<file path="src/rtl/sd_spi_pkg.sv">
// sd_spi_pkg: shared FSM encoding and reset divider for the SD SPI master
package sd_spi_pkg;
  typedef enum logic [1:0] {IDLE, LOW, HIGH, DONE} state_t;
  localparam logic [7:0] DIV_INIT_DEF = 8'd62;
endpackage

</file>
<file path="src/rtl/sd_spi_master.sv">
// sd_spi_master: SPI mode-0 byte master for SD cards; cmd/rsp handshake, cs/div strobes, sd_cs/sd_sck/sd_sdi/sd_sdo pins
module sd_spi_master
  import sd_spi_pkg::*;
#(
  parameter logic [7:0] DIV_INIT = DIV_INIT_DEF
) (
  input  logic       clk_sys,
  input  logic       reset_n,
  input  logic       cmd_valid,
  output logic       cmd_ready,
  input  logic [7:0] cmd_data,
  output logic       rsp_valid,
  output logic [7:0] rsp_data,
  input  logic       cs_wr,
  input  logic       cs_val,
  input  logic       div_wr,
  input  logic [7:0] div_val,
  output logic       sd_cs,
  output logic       sd_sck,
  output logic       sd_sdi,
  input  logic       sd_sdo
);
  state_t state, state_n;
  logic [7:0] div_reg, div_lat, cnt, tx, rx;
  logic [2:0] bcnt;
  logic cs_pend, cs_pval;
  logic busy, phase_end, accept;
  assign busy = state == LOW || state == HIGH;
  assign phase_end = cnt == 8'd0;
  assign cmd_ready = !busy;
  assign accept = cmd_valid && cmd_ready;
  assign rsp_valid = state == DONE;
  assign rsp_data = rx;
  assign sd_sck = state == HIGH;
  assign sd_sdi = busy ? tx[7] : 1'b1;
  always_ff @(posedge clk_sys or negedge reset_n)
    if (!reset_n) state <= IDLE;
    else state <= state_n;
  always_comb begin
    state_n = state;
    case (state)
      IDLE, DONE: state_n = accept ? LOW : IDLE;
      LOW:        state_n = phase_end ? HIGH : LOW;
      HIGH:       state_n = phase_end ? (&bcnt ? DONE : LOW) : HIGH;
      default:    state_n = IDLE;
    endcase
  end
  always_ff @(posedge clk_sys or negedge reset_n) begin
    if (!reset_n) begin
      div_reg <= DIV_INIT;
      div_lat <= 8'd0;
      cnt     <= 8'd0;
      tx      <= 8'd0;
      rx      <= 8'd0;
      bcnt    <= 3'd0;
      sd_cs   <= 1'b1;
      cs_pend <= 1'b0;
      cs_pval <= 1'b1;
    end else begin
      if (div_wr) div_reg <= div_val;
      if (accept) begin
        tx      <= cmd_data;
        div_lat <= div_reg;
        cnt     <= div_reg;
        bcnt    <= 3'd0;
      end else if (busy) begin
        cnt <= phase_end ? div_lat : cnt - 8'd1;
        if (state == LOW && phase_end) rx <= {rx[6:0], sd_sdo};
        if (state == HIGH && phase_end) begin
          tx   <= {tx[6:0], 1'b0};
          bcnt <= bcnt + 3'd1;
        end
      end
      // cs changes mid-byte are deferred so the card never sees CS move under a clocking byte
      if (!busy) begin
        if (cs_wr) sd_cs <= cs_val;
      end else if (state_n == DONE) begin
        sd_cs   <= cs_wr ? cs_val : cs_pend ? cs_pval : sd_cs;
        cs_pend <= 1'b0;
      end else if (cs_wr) begin
        cs_pend <= 1'b1;
        cs_pval <= cs_val;
      end
    end
  end
endmodule

</file>
<file path="config.mk">
export PLATFORM = sky130hd
export DESIGN_NAME = sd_spi_master
export DESIGN_NICKNAME = d
export VERILOG_FILES = /design/src/rtl/sd_spi_pkg.sv /design/src/rtl/sd_spi_master.sv
export SDC_FILE = /design/constraint.sdc
export NUM_CORES = 1
export LEC_CHECK = 0
export BUFFER_PORTS_ARGS = -buffer_cell sky130_fd_sc_hd__buf_2
export CORE_MARGIN = 4
export CORE_UTILIZATION = 55
export CTS_CLUSTER_SIZE = 20
export DETAILED_ROUTE_END_ITERATION = 7
export GPL_ROUTABILITY_DRIVEN = 0
export PLACE_DENSITY = 0.83
export RECOVER_POWER = 100
export REMOVE_ABC_BUFFERS = 1
export SLEW_MARGIN = 20
export SYNTH_ARGS = -nofsm -noshare
export SYNTH_HDL_FRONTEND = slang
export SYNTH_SLANG_ARGS = --single-unit
export TNS_END_PERCENT = 1
</file>
<file path="constraint.sdc">
create_clock -name clk_sys -period 2.1 [get_ports clk_sys]
set_input_delay 0.63 -clock clk_sys [delete_from_list [all_inputs] [get_ports clk_sys]]
set_output_delay 0.63 -clock clk_sys [all_outputs]
set_load 0.03 [all_outputs]
</file>
==> impl_metrics.yaml <==
status:
  status: "completed"
finish:
  synthToLayoutAreaGrowth_pct: 15.83
  final_util_pct: 67.25
  num-fill-cells: 317
  nNetsFinal: 271
  n_antenna_cell: 0
  final_common_cell: "dfrtp_1"
  fin_area_mm2: 0.002729
  final_layout_size_suffix_gt1_share_pct: 35.80
  layout_common_cells: "dfrtp_1 (41), mux2_2 (32), buf_2 (22), nand2_1 (15), o21ai_0 (15)"
  multi_input_area_mm2: 0.001097
  regArea_mm2: 0.001210
sta:
  finalHoldViolCount: 0
  final-max-slew-violation-count: 0
  fin_skew_ns: 0.005281
  setup_tns_ns: 0
  worstMarginPinSlew_ns: 1.167
  worst_slack_ns: 0.05772
  rsz0062_at_grt: "no"
  clock.fmax_ghz: 0.4896
  post-route-period-util_pct: 97.25
  min_period_ns: 2.042
  setup-violations-final: 0
  slew-limit-headroom_pct: 22.21
clock_tree:
  root_buffer: "clkbuf_8"
  cts_hold_buf: 0
  cts_tree: "yes"
  cts.clk_slew.worst_paths_ns: 0.08
  clockBufferDepth: 2
  clkLatencyLatePin_ns: 0.29
  numCtsBuffers: 5
  cts.sinks: 48
  h-tree-depth: 2
yosys:
  yosysWarningCount: 0
  synthCells: 199
  ys_types: 37
  synthFlopType: "dfrtp_1"
  ys_seq_area_share_pct: 51.35
  syn_area_mm2: 0.002356
  synth_edf_count: 0
  ys_ff_latch: 48
  avgSynthCellArea_um2: 11.84
  async_flop_share_pct: 100.0
global_routing:
  grt_overflow: 0
  antenna_found_initial: 0
  grt_max_degree: 49
  grt_usage_pct: 18.47
  grt_pass1_wl_mm: 7.672
  grt_pass1_vias: 1669
setup_path:
  max_stage_delay_ns: 0.40
  path_max_fanout: 2
  worst-setup-path-type: "register to output port"
  slowest_stage: "dfrtp_1"
  endpoint_kind: "output port"
  start_kind: "register"
  cp_cell_sequence: "inv_2 > ha_4 > or2_2 > buf_6"
  cp.arrival_ns: 1.41
  crit_required_ns: 1.47
placed_design:
  postPlaceCellArea_mm2: 0.002644
  place_ws_ns: 0.2019
  numPortBuffers: 35
  dp_hpwl_mm: 3.086
pwr:
  p_per_area_mw_per_mm2: 589.6
  ir_drop_uv: 422.7
  p_leak_uw: 0.001258
  p_int_uw: 1262
  switchingPower_uw: 347.2
  switching_share_pct: 21.58
  pwr-share-seq_pct: 59.9
  pwr-share-clk_pct: 34.7
  comb_power_share_pct: 5.4
route:
  num_vias: 1640
  antenna_left: 0
  routedWlPerCell_um: 15.38
  wl_mm: 4.505
  drtIter0Drc: 109
  drc_errors: 0
  viasPerCell: 5.597
  firstDrtPassIters: 4
die:
  ios: 36
  dieArea_mm2: 0.005395
  start_util_pct: 58.06
  coreArea_mm2: 0.004058
  die_w_um: 73.45
  row_count: 23
  die_h_um: 73.45
job:
  drv_cap: 0
min_path:
  min_path_type: "register to register"
[critical path, delay by kind of cell, from the launching register on]
kind	cells	cell delay (ns)
AND/OR/NAND/NOR	1	0.30
buffers and inverters	2	0.22
flip-flops	1	0.40
adder cells (fa/ha/maj)	1	0.21
[kinds of logic after synthesis]
kind of cell	share of synthesized area, %
DFF	51.35
AOI/OAI and AO/OA	10.94
adders and majority gates	3.186
xor gates and xnor gates	0.7436
and+or+nand+nor	9.932
muxes	21.24
buffers and inverters	2.602
[final timing paths]
| check | start | end | slack (ns) | depth (start not counted) |
|---|---|---|---|---|
| min in group asynchronous | reset_n | div_reg[6]$_DFFE_PN0P_ | 0.64 | 2 |
| max | state[0]$_DFF_PN0_ | sd_sdi | 0.06 | 4 |
| max in group asynchronous | reset_n | div_lat[1]$_DFFE_PN0P_ | 0.75 | 2 |
| min reg2reg | tx[5]$_DFFE_PN0P_ | tx[5]$_DFFE_PN0P_ | 0.49 | 2 |
| min | tx[5]$_DFFE_PN0P_ | tx[5]$_DFFE_PN0P_ | 0.49 | 2 |
| max reg2reg | cnt[0]$_DFFE_PN0P_ | cnt[3]$_DFFE_PN0P_ | 0.10 | 8 |
[cell usage after synthesis (2+ instances only)]
library cell	instances	area share, %
nor3_1	3	0.64
nor2_1	8	1.3
a311oi_1	4	1.5
mux2i_1	14	5.9
a211oi_1	3	0.96
dfstp_2	7	7.8
a21boi_0	2	0.64
ha_1	6	3.2
inv_1	5	0.80
clkbuf_1	7	1.1
nand2b_1	3	0.80
nand3_1	2	0.42
nand2_1	15	2.4
a21oi_1	9	1.9
mux2_2	32	15
o21ai_0	15	3.2
dfrtp_1	41	44
nor2b_1	3	0.80
o31ai_1	2	0.64
[routing by layer]
layer	global-route usage, %	vias to the layer above	part of all wire [%]
met5	0	-	0
met4	7.042	0	2.0
met3	3.694	11	4.6
met2	30.61	38	49
met1	23.78	787	44
li1	-	804	-
[cell type report]
class | instances | share of cell area, %
Sequential cell | 48 | 44.34
Clock buffer | 7 | 3.164
Timing Repair Buffer | 45 | 9.033
Clock inverter | 1 | 0.2751
Inverter | 5 | 0.6878
Tap cell | 50 | 2.293
Multi-Input combinational cell | 137 | 40.21
[through the flow]
step	cells	power [uW]	hold slack, ns
6_report	293	1609	0.4856
5_1_grt	293	1678	0.5239
4_1_cts	293	1639	0.3067
3_5_place_dp	284	1075	0.4752
3_3_place_gp	284	1071	0.4615
2_1_floorplan	190	1016	0.3344
[power by group through the flow]
stage                     clock network [uW]  logic (uW)  registers, uW
after global placement                     0        90.3            981
after floorplan                            0        36.3            979
final                                    558        86.9            964
after CTS                                581        93.3            964
after global routing                     612        98.8            968
after detailed placement                   0        92.4            982
[what timing repair did]
item                                    in CTS  in global routing
cloned                                       0                  0
setup buffers                                1                  0
gates resized for setup                      1                  4
endpoints found under the setup margin       2                  1
No activity file was read; power rests on OpenSTA's default activity.
